==> config.mk <==
export PLATFORM = sky130hd
export DESIGN_NAME = pcmcia_host_cycle
export DESIGN_NICKNAME = d
export VERILOG_FILES = /design/src/rtl/pcmcia_host_cycle.sv
export SDC_FILE = /design/constraint.sdc
export NUM_CORES = 1
export LEC_CHECK = 0
export ABC_AREA = 1
export CAP_MARGIN = 30
export CORE_MARGIN = 2
export CORE_UTILIZATION = 35
export CTS_CLUSTER_SIZE = 20
export DETAILED_ROUTE_END_ITERATION = 8
export DONT_BUFFER_PORTS = 1
export GPL_ROUTABILITY_DRIVEN = 0
export PLACE_DENSITY = 0.54
export SKIP_CTS_REPAIR_TIMING = 1
export SYNTH_ARGS = -nofsm -noshare
export SYNTH_HDL_FRONTEND = slang
export SYNTH_SLANG_ARGS = --single-unit
export TNS_END_PERCENT = 100
==> constraint.sdc <==
create_clock -name CLK -period 1.8 [get_ports CLK]
set_clock_uncertainty 0.15 [all_clocks]
set_input_delay 0.36 -clock CLK [delete_from_list [all_inputs] [get_ports CLK]]
set_output_delay 0.36 -clock CLK [all_outputs]
set_load 0.005 [all_outputs]
==> src/rtl/pcmcia_host_cycle.sv <==
// rtl/pcmcia_host_cycle.sv - host-side PC Card / CF 8-bit bus cycle initiator
module pcmcia_host_cycle #(
    parameter int T_SETUP      = 2,
    parameter int T_STROBE     = 8,
    parameter int T_HOLD       = 2,
    parameter int WAIT_TIMEOUT = 1024,
    parameter int CNT_W        = 11
) (
    input  logic        CLK,
    input  logic        RESET,
    input  logic        req_valid,
    output logic        req_ready,
    input  logic        req_write,
    input  logic [1:0]  req_space,
    input  logic [15:0] req_addr,
    input  logic [7:0]  req_wdata,
    output logic        rsp_valid,
    output logic [7:0]  rsp_rdata,
    output logic        rsp_timeout,
    output logic        rsp_inpack,
    output logic [15:0] A,
    output logic [7:0]  D_out,
    output logic        D_oe,
    input  logic [7:0]  D_in,
    output logic        CE1,
    output logic        CE2,
    output logic        REG,
    output logic        OE,
    output logic        WE,
    output logic        IORD,
    output logic        IOWR,
    input  logic        WAIT,
    input  logic        INPACK
);

    localparam logic [2:0] S_IDLE   = 3'd0;
    localparam logic [2:0] S_SETUP  = 3'd1;
    localparam logic [2:0] S_STROBE = 3'd2;
    localparam logic [2:0] S_HOLD   = 3'd3;
    localparam logic [2:0] S_DONE   = 3'd4;

    localparam logic [1:0] SP_COMMON = 2'b00;
    localparam logic [1:0] SP_IO     = 2'b10;
    localparam logic [1:0] SP_RSVD   = 2'b11;

    localparam logic [CNT_W-1:0] SETUP_N   = CNT_W'(T_SETUP);
    localparam logic [CNT_W-1:0] STROBE_N  = CNT_W'(T_STROBE);
    localparam logic [CNT_W-1:0] HOLD_N    = CNT_W'(T_HOLD);
    localparam logic [CNT_W-1:0] TIMEOUT_N = CNT_W'(WAIT_TIMEOUT);
    localparam logic [CNT_W-1:0] CNT_ONE   = CNT_W'(1);
    localparam logic [CNT_W-1:0] CNT_MAX   = '1;

    logic [2:0]       state;
    logic [2:0]       next_state;
    logic [CNT_W-1:0] cnt;
    logic             wait_meta;
    logic             wait_s;
    logic             inpack_meta;
    logic             inpack_s;
    logic             lat_write;
    logic [1:0]       lat_space;
    logic [7:0]       rd_cap;
    logic             to_flag;
    logic             ip_flag;
    logic             accept;
    logic             strobe_done;
    logic             strobe_abort;

    assign accept       = (state == S_IDLE) && req_ready && req_valid;
    assign strobe_done  = (cnt >= STROBE_N) && wait_s;
    assign strobe_abort = !strobe_done && (cnt >= TIMEOUT_N);
    assign CE2          = 1'b1;

    // WAIT# and INPACK# come straight from the card pins
    always_ff @(posedge CLK or negedge RESET) begin
        if (!RESET) begin
            wait_meta   <= 1'b1;
            wait_s      <= 1'b1;
            inpack_meta <= 1'b1;
            inpack_s    <= 1'b1;
        end else begin
            wait_meta   <= WAIT;
            wait_s      <= wait_meta;
            inpack_meta <= INPACK;
            inpack_s    <= inpack_meta;
        end
    end

    always_comb begin
        next_state = state;
        case (state)
            S_IDLE:   if (accept) next_state = (req_space == SP_RSVD) ? S_DONE : S_SETUP;
            S_SETUP:  if (cnt >= SETUP_N) next_state = S_STROBE;
            S_STROBE: if (strobe_done || strobe_abort) next_state = S_HOLD;
            S_HOLD:   if (cnt >= HOLD_N) next_state = S_DONE;
            S_DONE:   next_state = S_IDLE;
            default:  next_state = S_IDLE;
        endcase
    end

    always_ff @(posedge CLK or negedge RESET) begin
        if (!RESET) begin
            state       <= S_IDLE;
            cnt         <= '0;
            req_ready   <= 1'b0;
            rsp_valid   <= 1'b0;
            rsp_rdata   <= 8'h00;
            rsp_timeout <= 1'b0;
            rsp_inpack  <= 1'b0;
            A           <= 16'h0000;
            D_out       <= 8'h00;
            D_oe        <= 1'b0;
            CE1         <= 1'b1;
            REG         <= 1'b1;
            OE          <= 1'b1;
            WE          <= 1'b1;
            IORD        <= 1'b1;
            IOWR        <= 1'b1;
            lat_write   <= 1'b0;
            lat_space   <= SP_COMMON;
            rd_cap      <= 8'h00;
            to_flag     <= 1'b0;
            ip_flag     <= 1'b0;
        end else begin
            state     <= next_state;
            req_ready <= (next_state == S_IDLE);
            rsp_valid <= 1'b0;

            // cnt reads 1 in the first cycle of every state, saturating afterwards
            if (next_state != state)
                cnt <= CNT_ONE;
            else if (cnt != CNT_MAX)
                cnt <= cnt + CNT_ONE;

            case (state)
                S_IDLE: begin
                    if (accept) begin
                        lat_write <= req_write;
                        lat_space <= req_space;
                        to_flag   <= 1'b0;
                        ip_flag   <= 1'b0;
                        if (req_space != SP_RSVD) begin
                            A   <= req_addr;
                            REG <= (req_space == SP_COMMON);
                            CE1 <= 1'b0;
                            if (req_write) begin
                                D_out <= req_wdata;
                                D_oe  <= 1'b1;
                            end
                        end
                    end
                end
                S_SETUP: begin
                    if (next_state == S_STROBE) begin
                        if (lat_space == SP_IO) begin
                            IORD <= lat_write;
                            IOWR <= !lat_write;
                        end else begin
                            OE <= lat_write;
                            WE <= !lat_write;
                        end
                    end
                end
                S_STROBE: begin
                    rd_cap <= D_in;
                    if (lat_space == SP_IO && !lat_write && !inpack_s)
                        ip_flag <= 1'b1;
                    if (next_state == S_HOLD) begin
                        OE   <= 1'b1;
                        WE   <= 1'b1;
                        IORD <= 1'b1;
                        IOWR <= 1'b1;
                        if (strobe_abort)
                            to_flag <= 1'b1;
                    end
                end
                S_HOLD: begin
                    if (next_state == S_DONE) begin
                        CE1  <= 1'b1;
                        REG  <= 1'b1;
                        D_oe <= 1'b0;
                    end
                end
                S_DONE: begin
                    rsp_valid   <= 1'b1;
                    rsp_timeout <= to_flag;
                    rsp_inpack  <= ip_flag;
                    if (lat_space == SP_RSVD || to_flag)
                        rsp_rdata <= 8'hFF;
                    else if (!lat_write)
                        rsp_rdata <= rd_cap;
                    else
                        rsp_rdata <= 8'h00;
                end
                default: ;
            endcase
        end
    end

endmodule

* Yosys cells after proc, flatten, opt, wreduce, memory -nomap -nowiden
Index checks and enable logic that the tools add are counted.
** Cells by class
- $add $sub $neg :: 1
- Order comparisons :: 3
- Equal/unequal tests :: 23
- Multiplexer cells :: 42
- Reduce and logical (&&, ||, !) cells :: 27
** Operators by type and width (count)
- 1-bit 2-to-1 mux :: 23
- 11-bit 2-to-1 mux :: 2
- 2-bit != test (second input constant) :: 10
- 4-bit AND reduction :: 5
- 1-bit one-hot mux with 2 select lines :: 9
- 8-bit 2-to-1 mux :: 2
- 3-bit 2-to-1 mux :: 5
- 3-bit by 2-bit equality test with 1-bit output (second input constant) :: 4
- 3-bit one-hot mux with 4 select lines :: 1
- 11-bit by 1-bit adder with 11-bit output (second input constant) :: 1
- 11-bit greater-or-equal comparator (second input constant) :: 1
- 11-bit by 2-bit greater-or-equal comparator with 1-bit output (second input constant) :: 1
- 11-bit by 4-bit greater-or-equal comparator with 1-bit output (second input constant) :: 1
- 11-bit != test (second input constant) :: 1
- 2-bit nonzero test :: 4
- 2-bit equality test (second input constant) :: 3
- 3-bit equality test (second input constant) :: 2
- 1-bit logical AND :: 6
- 3-bit zero test :: 2
- 3-bit AND reduction :: 2
- 5-bit AND reduction :: 1
- 3-bit by 1-bit equality test with 1-bit output (second input constant) :: 1
- 1-bit zero test :: 3
- 3-bit != test :: 1
- 4 further kinds :: 5
** Word-level totals
- Register bits after elaboration :: 74
- Bits of input ports :: 40
- Output and inout bits :: 44
- Logic and storage cells :: 121

* Depth between registers and ports, before layout
Gate-level depths: netlist of the first run.
- Word-level depth :: 10
- Mapped depth :: 9
- Gate-level depth less buffers :: 9

* Least setup slack after synthesis of the first run
OpenSTA, ideal clock, no wires.
- Kind :: register to register
- From :: register state[0]
- To :: register A[10]
- Setup time :: 116 ps
- Arrival time :: 1285 ps
- Data required time :: 1534 ps
- Slack :: 249 ps
- Cell stages (with the launch flop) :: 9
- Buffers on the path :: 2
- Clock period less this slack :: 1551 ps
- Cells stage by stage :: dfrtp_1 > nor2_4 > nand4_2 > a21oi_2 > buf_6 > inv_4 > buf_6 > nand2_1 > nand2_1
** On the way
- Cells in the longest elaborated chain, start to end :: 4
** RTL lines
- start, declared :: RTL line 53 : logic [2:0] state;
- start signal, assigned :: RTL line 125 : state <= next_state;
- 3-bit zero test * :: RTL line 69, 135
- 1-bit logical AND (2 in a row) :: RTL line 69 : assign accept = (state == S_IDLE) && req_ready && req_valid;
- 3-bit AND reduction (no line) *
- end signal, assigned :: RTL line 143 : A <= req_addr;
- end, declared :: RTL line 21 : output logic [15:0] A,
Every way passes the cells marked *; elsewhere a longest branch is shown, timed or not.
A chain may end at the register's enable or synchronous reset.

* Worst setup path after layout of the first run
- From :: register cnt[6]
- To :: register cnt[8]
** On the way
- Cells in the longest elaborated chain, start to end :: 9
- Elaborated cells on any way between the ends :: 17
- Classes of those cells :: add/sub: 1; order compare: 3; eq/ne: 2; mux: 6; reduce/logical: 5
** RTL lines
- start, declared :: RTL line 55 : logic [CNT_W-1:0] cnt;
- start signal, assigned :: RTL line 133 : cnt <= cnt + CNT_ONE;
- 11-bit by 4-bit greater-or-equal comparator with 1-bit output :: RTL line 70 : assign strobe_done = (cnt >= STROBE_N) && wait_s;
- 1-bit logical AND :: RTL line 70
- 1-bit zero test :: RTL line 71 : assign strobe_abort = !strobe_done && (cnt >= TIMEOUT_N);
- 1-bit logical AND :: RTL line 71
- 1-bit logical OR :: RTL line 94 : S_STROBE: if (strobe_done || strobe_abort) next_state = S_HOLD;
- 3-bit 2-to-1 mux :: RTL line 94
- 3-bit one-hot mux with 4 select lines * :: RTL line 91 : case (state)
- named net next_state[2] :: RTL line 54 : logic [2:0] next_state;
- 3-bit != test * :: RTL line 130 : if (next_state != state)
- 11-bit 2-to-1 mux / 2-bit nonzero test (equally long branches)
The timed path passes the listed nets; every way through them passes the cells marked *. The select of a mux whose other input is x is not followed.

==> reports/qor.yml, run 1 <==
slowest_delay_ns: 0.41
pwr-share-comb: 0.303
htree_levels: 3
dr_wl_met3_microns: 495
clock-sinks: 74
dr.max_layer_used: "met4"
die_w_microns: 100
pwr-share-clk: 0.229
synth_area_per_cell_sq_um: 8.65
cp.arrival_ns: 1.81
clock_path_buffers: 2
crit_path_top_delay_cell: "dfrtp_1"
clkSlewWorstSetupHoldPaths_ns: 0.08
worstReg2RegEnd: "cnt[8]"
netlist_area_sq_mm: 0.00323
start_util: 0.355
synth_nets: 416
path_delay_family: "simple AND/OR/NAND/NOR gates"
rr_startpoint: "cnt[6]"
syn_inst: 374
drv_cap: 0
antenna_found_initial: 0
nets: 465
synth-edff-count: 0
crit_path_cell_trace: "nor2_1 > nand2_1 > nor2_2 > nand2_2 > nand2_2 > o21ai_2 > nor2_4 > nand2_4 > nor2_1"
cp-end-kind: "register"
yosys_warnings: 0
ant_nets: 0
io_buffers: 0
drive_gt1_frac: 0.173
synth-seq-cells: 74
switching_power_uw: 2290
gr-total-overflow: 0
num_vias: 2518
grt_max_degree: 75
grt_pass1_wl_microns: 11300
yosysSeqAreaShare: 0.576
status: "complete, but fails checks"
grt_pass1_vias: 2361
rr_worst_depth: 9
routed_wl_microns: 7170
holdCritPathClass: "primary input to asynchronous set/reset pin"
final_area_sq_mm: 0.00400
hold_slack_ns: -0.440
vias_per_cell: 4.67
antenna_cells: 0
num_rows: 35
place_area_sq_mm: 0.00340
clkLatencyLatePin_ns: 0.34
period_share: 0.935
synth_cell_types: 33
numCtsBuffers: 9
finalSetupViolCount: 0
dr_wl_met2_microns: 3240
finalCriticalPeriod_ns: 1.68
fp.coreArea_sq_mm: 0.00911
crit_buf_inv: 0
wl_met1_microns: 3370
leakage_uw: 0.00198
drt_iter0_drc: 76
timing.fmax_mhz: 594
die_height_microns: 100
cts_tree: "built"
io_pins: 84
vdd_ir_drop_max_mv: 0.639
async_flop_share: 1.00
drc: 0
cell_internal_pwr_uw: 3920
violations: "negative hold slack"
dr.pass1.iters: 4
critPathMaxFanout: 8
finalSetupTns_ns: 0
regToRegSetupSlack_ns: 0.12
ys.flop_type: "dfrtp_1"
worstSetupStartpointType: "register"
p_seq_frac: 0.468
switching_share: 0.369
timing_hold_violations_final: 74
slew_viol_final: 0
crit_type: "register to register"
area_growth_pct: 23.8
dieArea_sq_mm: 0.0100
cp.required_ns: 1.92
hpwl_microns: 4730
grt_use_total: 0.145
avgRoutedWirePerCell_microns: 13.3
powerDensity_mw_per_mm2: 1550
root_buffer: "clkbuf_8"
## cell usage in the layout (no fill, tap or decap), drive strengths merged
cell type / synthesis / routed
ha: 2 / 2
o32ai: 1 / 1
nand3b: 1 / 1
buf: 6 / 16
xor2: 3 / 3
o21ai: 13 / 13
dlygate4sd3: 0 / 31
nor3: 4 / 4
conb: 1 / 1
dfstp: 10 / 10
nand4: 5 / 5
clkinv: 0 / 2
inv: 29 / 30
clkbuf: 3 / 10
clkinvlp: 0 / 1
o21a: 1 / 1
nand3: 25 / 25
nand2: 146 / 146
nor4: 1 / 1
bufinv: 0 / 2
a21oi: 20 / 20
dfrtp: 64 / 64
nor2: 39 / 39
## worst max-delay path by stage
stage	from	endpoint	slack [ns]	depth (start not counted)
floorplan	state[0]	A[10]	0.25	8
global placement	cnt[0]	cnt[0]	0.07	6
detailed placement	cnt[0]	cnt[3]	0.08	9
CTS	cnt[0]	cnt[3]	0.06	9
global route	cnt[6]	cnt[6]	-0.03	9
finish	cnt[6]	cnt[8]	0.12	9
## cell usage after synthesis, types with 2 or more instances
library cell	count	share of area
nand2_1	139	0.16
dfrtp_1	64	0.50
nor2_1	35	0.041
nand3_1	25	0.039
inv_1	23	0.027
a21oi_1	19	0.029
dfstp_2	10	0.081
o21ai_0	9	0.014
nand2_2	6	0.012
inv_2	5	0.0058
nand4_1	4	0.0077
buf_6	3	0.010
clkbuf_1	3	0.0035
o21ai_1	3	0.0046
xor2_1	3	0.0081
buf_4	2	0.0046
ha_1	2	0.0077
nor2_2	2	0.0039
nor2_4	2	0.0070
nor3_1	2	0.0031
## routing by layer
metal / up-vias / GRT usage
met5: - / 0
met4: 0 / 0.0537
met3: 7 / 0.0578
met2: 64 / 0.216
met1: 1174 / 0.191
li1: 1273 / -
## power groups by stage
stage                     registers (uW)  clock network (uW)  logic [uW]
after global placement              2950                   0        1720
after global routing                3020                1560        2200
after CTS                           2930                1480        1770
after floorplan                     2820                   0        1360
final                               2910                1420        1880
after detailed placement            2940                   0        1770
## area by class of cell
cell class                 instances  area [sq um]
fill                             924          5110
sequential                        74          1870
multi-input combinational        262          1230
timing repair buffer              47           443
tap                              111           139
clock buffer                      10           128
inverter                          29           111
clock inverter                     6          90.1
## through the flow
| stage | instances | total power, uW | setup WS (ns) | util | hold WS, ns |
|---|---|---|---|---|---|
| 2_1_floorplan | 374 | 4180 | 0.249 | - | -0.0856 |
| 3_3_place_gp | 487 | 4670 | 0.0705 | 0.374 | -0.0810 |
| 3_5_place_dp | 487 | 4710 | 0.0797 | 0.374 | -0.0797 |
| 4_1_cts | 503 | 6170 | 0.0582 | 0.398 | -0.465 |
| 5_1_grt | 539 | 6770 | -0.0284 | 0.439 | -0.471 |
| 6_report | 539 | 6210 | 0.117 | 0.439 | -0.440 |
## registers in the layout, indices dropped and copies added (netlist names), 2 cells and up
name and count:
A 16, rd_cap 8, D_out 8, rsp_rdata 8
state 3, lat_space 2, cnt 11
## logic make-up after synthesis
kind of cell / after synthesis / synth area share
simple gates: 221 / 0.294
xor+xnor: 3 / 0.00813
fa+ha+maj: 2 / 0.00774
flops: 74 / 0.576
buf+inv: 38 / 0.0545
compound gates: 35 / 0.0584
other cells: 1 / 0.00116
Power figures use the tool's default switching activity.
==> run 2: changes to the inputs <==
--- a/config.mk
+++ b/config.mk
@@ -7,13 +7,14 @@
 export LEC_CHECK = 0
 export ABC_AREA = 1
 export CAP_MARGIN = 30
+export CELL_PAD_IN_SITES_DETAIL_PLACEMENT = 2
+export CELL_PAD_IN_SITES_GLOBAL_PLACEMENT = 2
 export CORE_MARGIN = 2
 export CORE_UTILIZATION = 35
 export CTS_CLUSTER_SIZE = 20
 export DETAILED_ROUTE_END_ITERATION = 8
 export DONT_BUFFER_PORTS = 1
-export GPL_ROUTABILITY_DRIVEN = 0
-export PLACE_DENSITY = 0.54
+export PLACE_DENSITY = 0.8
 export SKIP_CTS_REPAIR_TIMING = 1
 export SYNTH_ARGS = -nofsm -noshare
 export SYNTH_HDL_FRONTEND = slang
==> reports/qor.yml, run 2 (synthesized netlist as in run 1, its figures left out) <==
cts_tree: "built"
drive_gt1_frac: 0.225
regToRegSetupSlack_ns: -0.07
switching_share: 0.426
grt_pass1_wl_microns: 14400
hpwl_microns: 6020
largest_reg_flops: 16
crit_path_cell_trace: "ha_2 > nand2_1 > nor3_4 > nand3_4 > o21ai_0 > inv_1 > nor2_1"
period_share: 1.04
antenna_found_initial: 0
vias_per_cell: 5.21
clkSlewWorstSetupHoldPaths_ns: 0.09
gr-total-overflow: 0
critPathMaxFanout: 5
final.setup.worst_slack_ns: -0.0715
use_met2: 0.306
use_met3: 0.0731
reg_top3: "A x16, cnt x11"
powerDensity_mw_per_mm2: 1640
place_area_sq_mm: 0.00339
nets: 481
fp.coreArea_sq_mm: 0.00911
routed_wl_microns: 12400
status: "complete, but fails checks"
area_growth_pct: 30.4
largest-register: "A"
pwr-share-clk: 0.202
dr.pass1.iters: 4
clock_path_buffers: 2
grtUsageMet1: 0.226
num_vias: 2890
grt.busiest_layer: "met2"
cp.required_ns: 1.95
rr_startpoint: "cnt[1]"
gp_congestion: 0.762
finalSetupViolCount: 7
violations: "negative hold slack, negative setup slack"
leakage_uw: 0.00209
final_area_sq_mm: 0.00422
grt_use_total: 0.184
slowest_delay_ns: 0.43
final_cell_mix: "137 x nand2_1, 61 x dfrtp_1, 32 x dlygate4sd3_1"
layout_commonest_cell: "nand2_1"
drv_cap: 0
die_height_microns: 100
numCtsBuffers: 9
fin_cells: 555
fillCellCount: 985
p_seq_frac: 0.434
timing.fmax_mhz: 534
hold_slack_ns: -0.475
num_rows: 35
pwr-share-comb: 0.364
dp_cells: 485
slew_viol_final: 0
vdd_ir_drop_max_mv: 0.910
grt_max_degree: 75
grt_pass1_vias: 2869
cp-end-kind: "register"
switching_power_uw: 2940
dieArea_sq_mm: 0.0100
clock-sinks: 74
ant_nets: 0
drc: 0
io_buffers: 0
crit_path_top_delay_cell: "dfrtp_1"
antenna_cells: 0
drt_iter0_drc: 110
clkLatencyLatePin_ns: 0.37
start_util: 0.355
die_w_microns: 100
htree_levels: 3
finalCriticalPeriod_ns: 1.87
worstSetupStartpointType: "register"
fin_total_pwr_uw: 6900
cp.arrival_ns: 2.02
cell_internal_pwr_uw: 3960
io_pins: 84
holdCritPathClass: "primary input to asynchronous set/reset pin"
rr_worst_depth: 7
avgRoutedWirePerCell_microns: 22.3
root_buffer: "clkbuf_8"
crit_type: "register to register"
worstReg2RegEnd: "cnt[1]"
timing_hold_violations_final: 76
rsz0062_at_grt: "true"
-- run 2: cell count changes in the layout (fill, tap and decap cells not counted), sizes merged --
cell | previous run | this run
buf | 16 | 30
bufinv | 2 | 1
clkinv | 2 | 3
dlygate4sd3 | 31 | 32
inv | 30 | 31
-- run 2: worst max-delay path by stage --
stage                         from     end  slack (ns)  cells after the start
final                       cnt[1]  cnt[1]       -0.07                      7
after global routing        cnt[1]  cnt[1]       -0.21                      7
after CTS                   cnt[1]  cnt[1]       -0.16                      7
after detailed placement    cnt[1]  cnt[1]       -0.06                      7
after global placement    state[2]    D_oe        0.10                      9
after floorplan           state[0]   A[10]        0.25                      8
-- run 2: critical path, delay by kind of cell (launching register included) --
family | cells | cell delay [ns]
adders and majority gates | 1 | 0.23
buffers and inverters | 1 | 0.09
DFF | 1 | 0.43
AOI/OAI and AO/OA | 1 | 0.22
and+or+nand+nor | 4 | 0.67
-- run 2: per-stage QoR --
step | utilization | worst slack, ns | hold slack, ns | TNS, ns
floorplan | - | 0.249 | -0.0856 | 0
global placement | 0.372 | 0.102 | -0.0835 | 0
detailed placement | 0.372 | -0.0556 | -0.0842 | -0.109
CTS | 0.394 | -0.156 | -0.472 | -0.663
global route | 0.463 | -0.205 | -0.493 | -2.38
finish | 0.463 | -0.0715 | -0.475 | -0.237
-- run 2: layout make-up --
cell class                 instances  area, sq um  area share
clock inverter                     7         77.6      0.0184
sequential                        74         1870       0.443
timing repair buffer              63          596       0.141
tap                              111          139      0.0329
multi-input combinational        262         1300       0.309
inverter                          29          111      0.0264
clock buffer                       9          124      0.0294
-- run 2: layer usage --
layer | vias to the layer above | wire, microns
li1 | 1309 | -
met1 | 1470 | 4750
met2 | 89 | 6620
met3 | 22 | 729
met4 | 0 | 295
met5 | - | 0
-- run 2: power groups by stage --
| stage | clock network [uW] | registers, uW | logic [uW] |
|---|---|---|---|
| floorplan | 0 | 2820 | 1360 |
| global placement | 0 | 2950 | 1730 |
| detailed placement | 0 | 2990 | 1860 |
| CTS | 1380 | 2960 | 1910 |
| global route | 1480 | 3080 | 2780 |
| finish | 1400 | 2990 | 2510 |
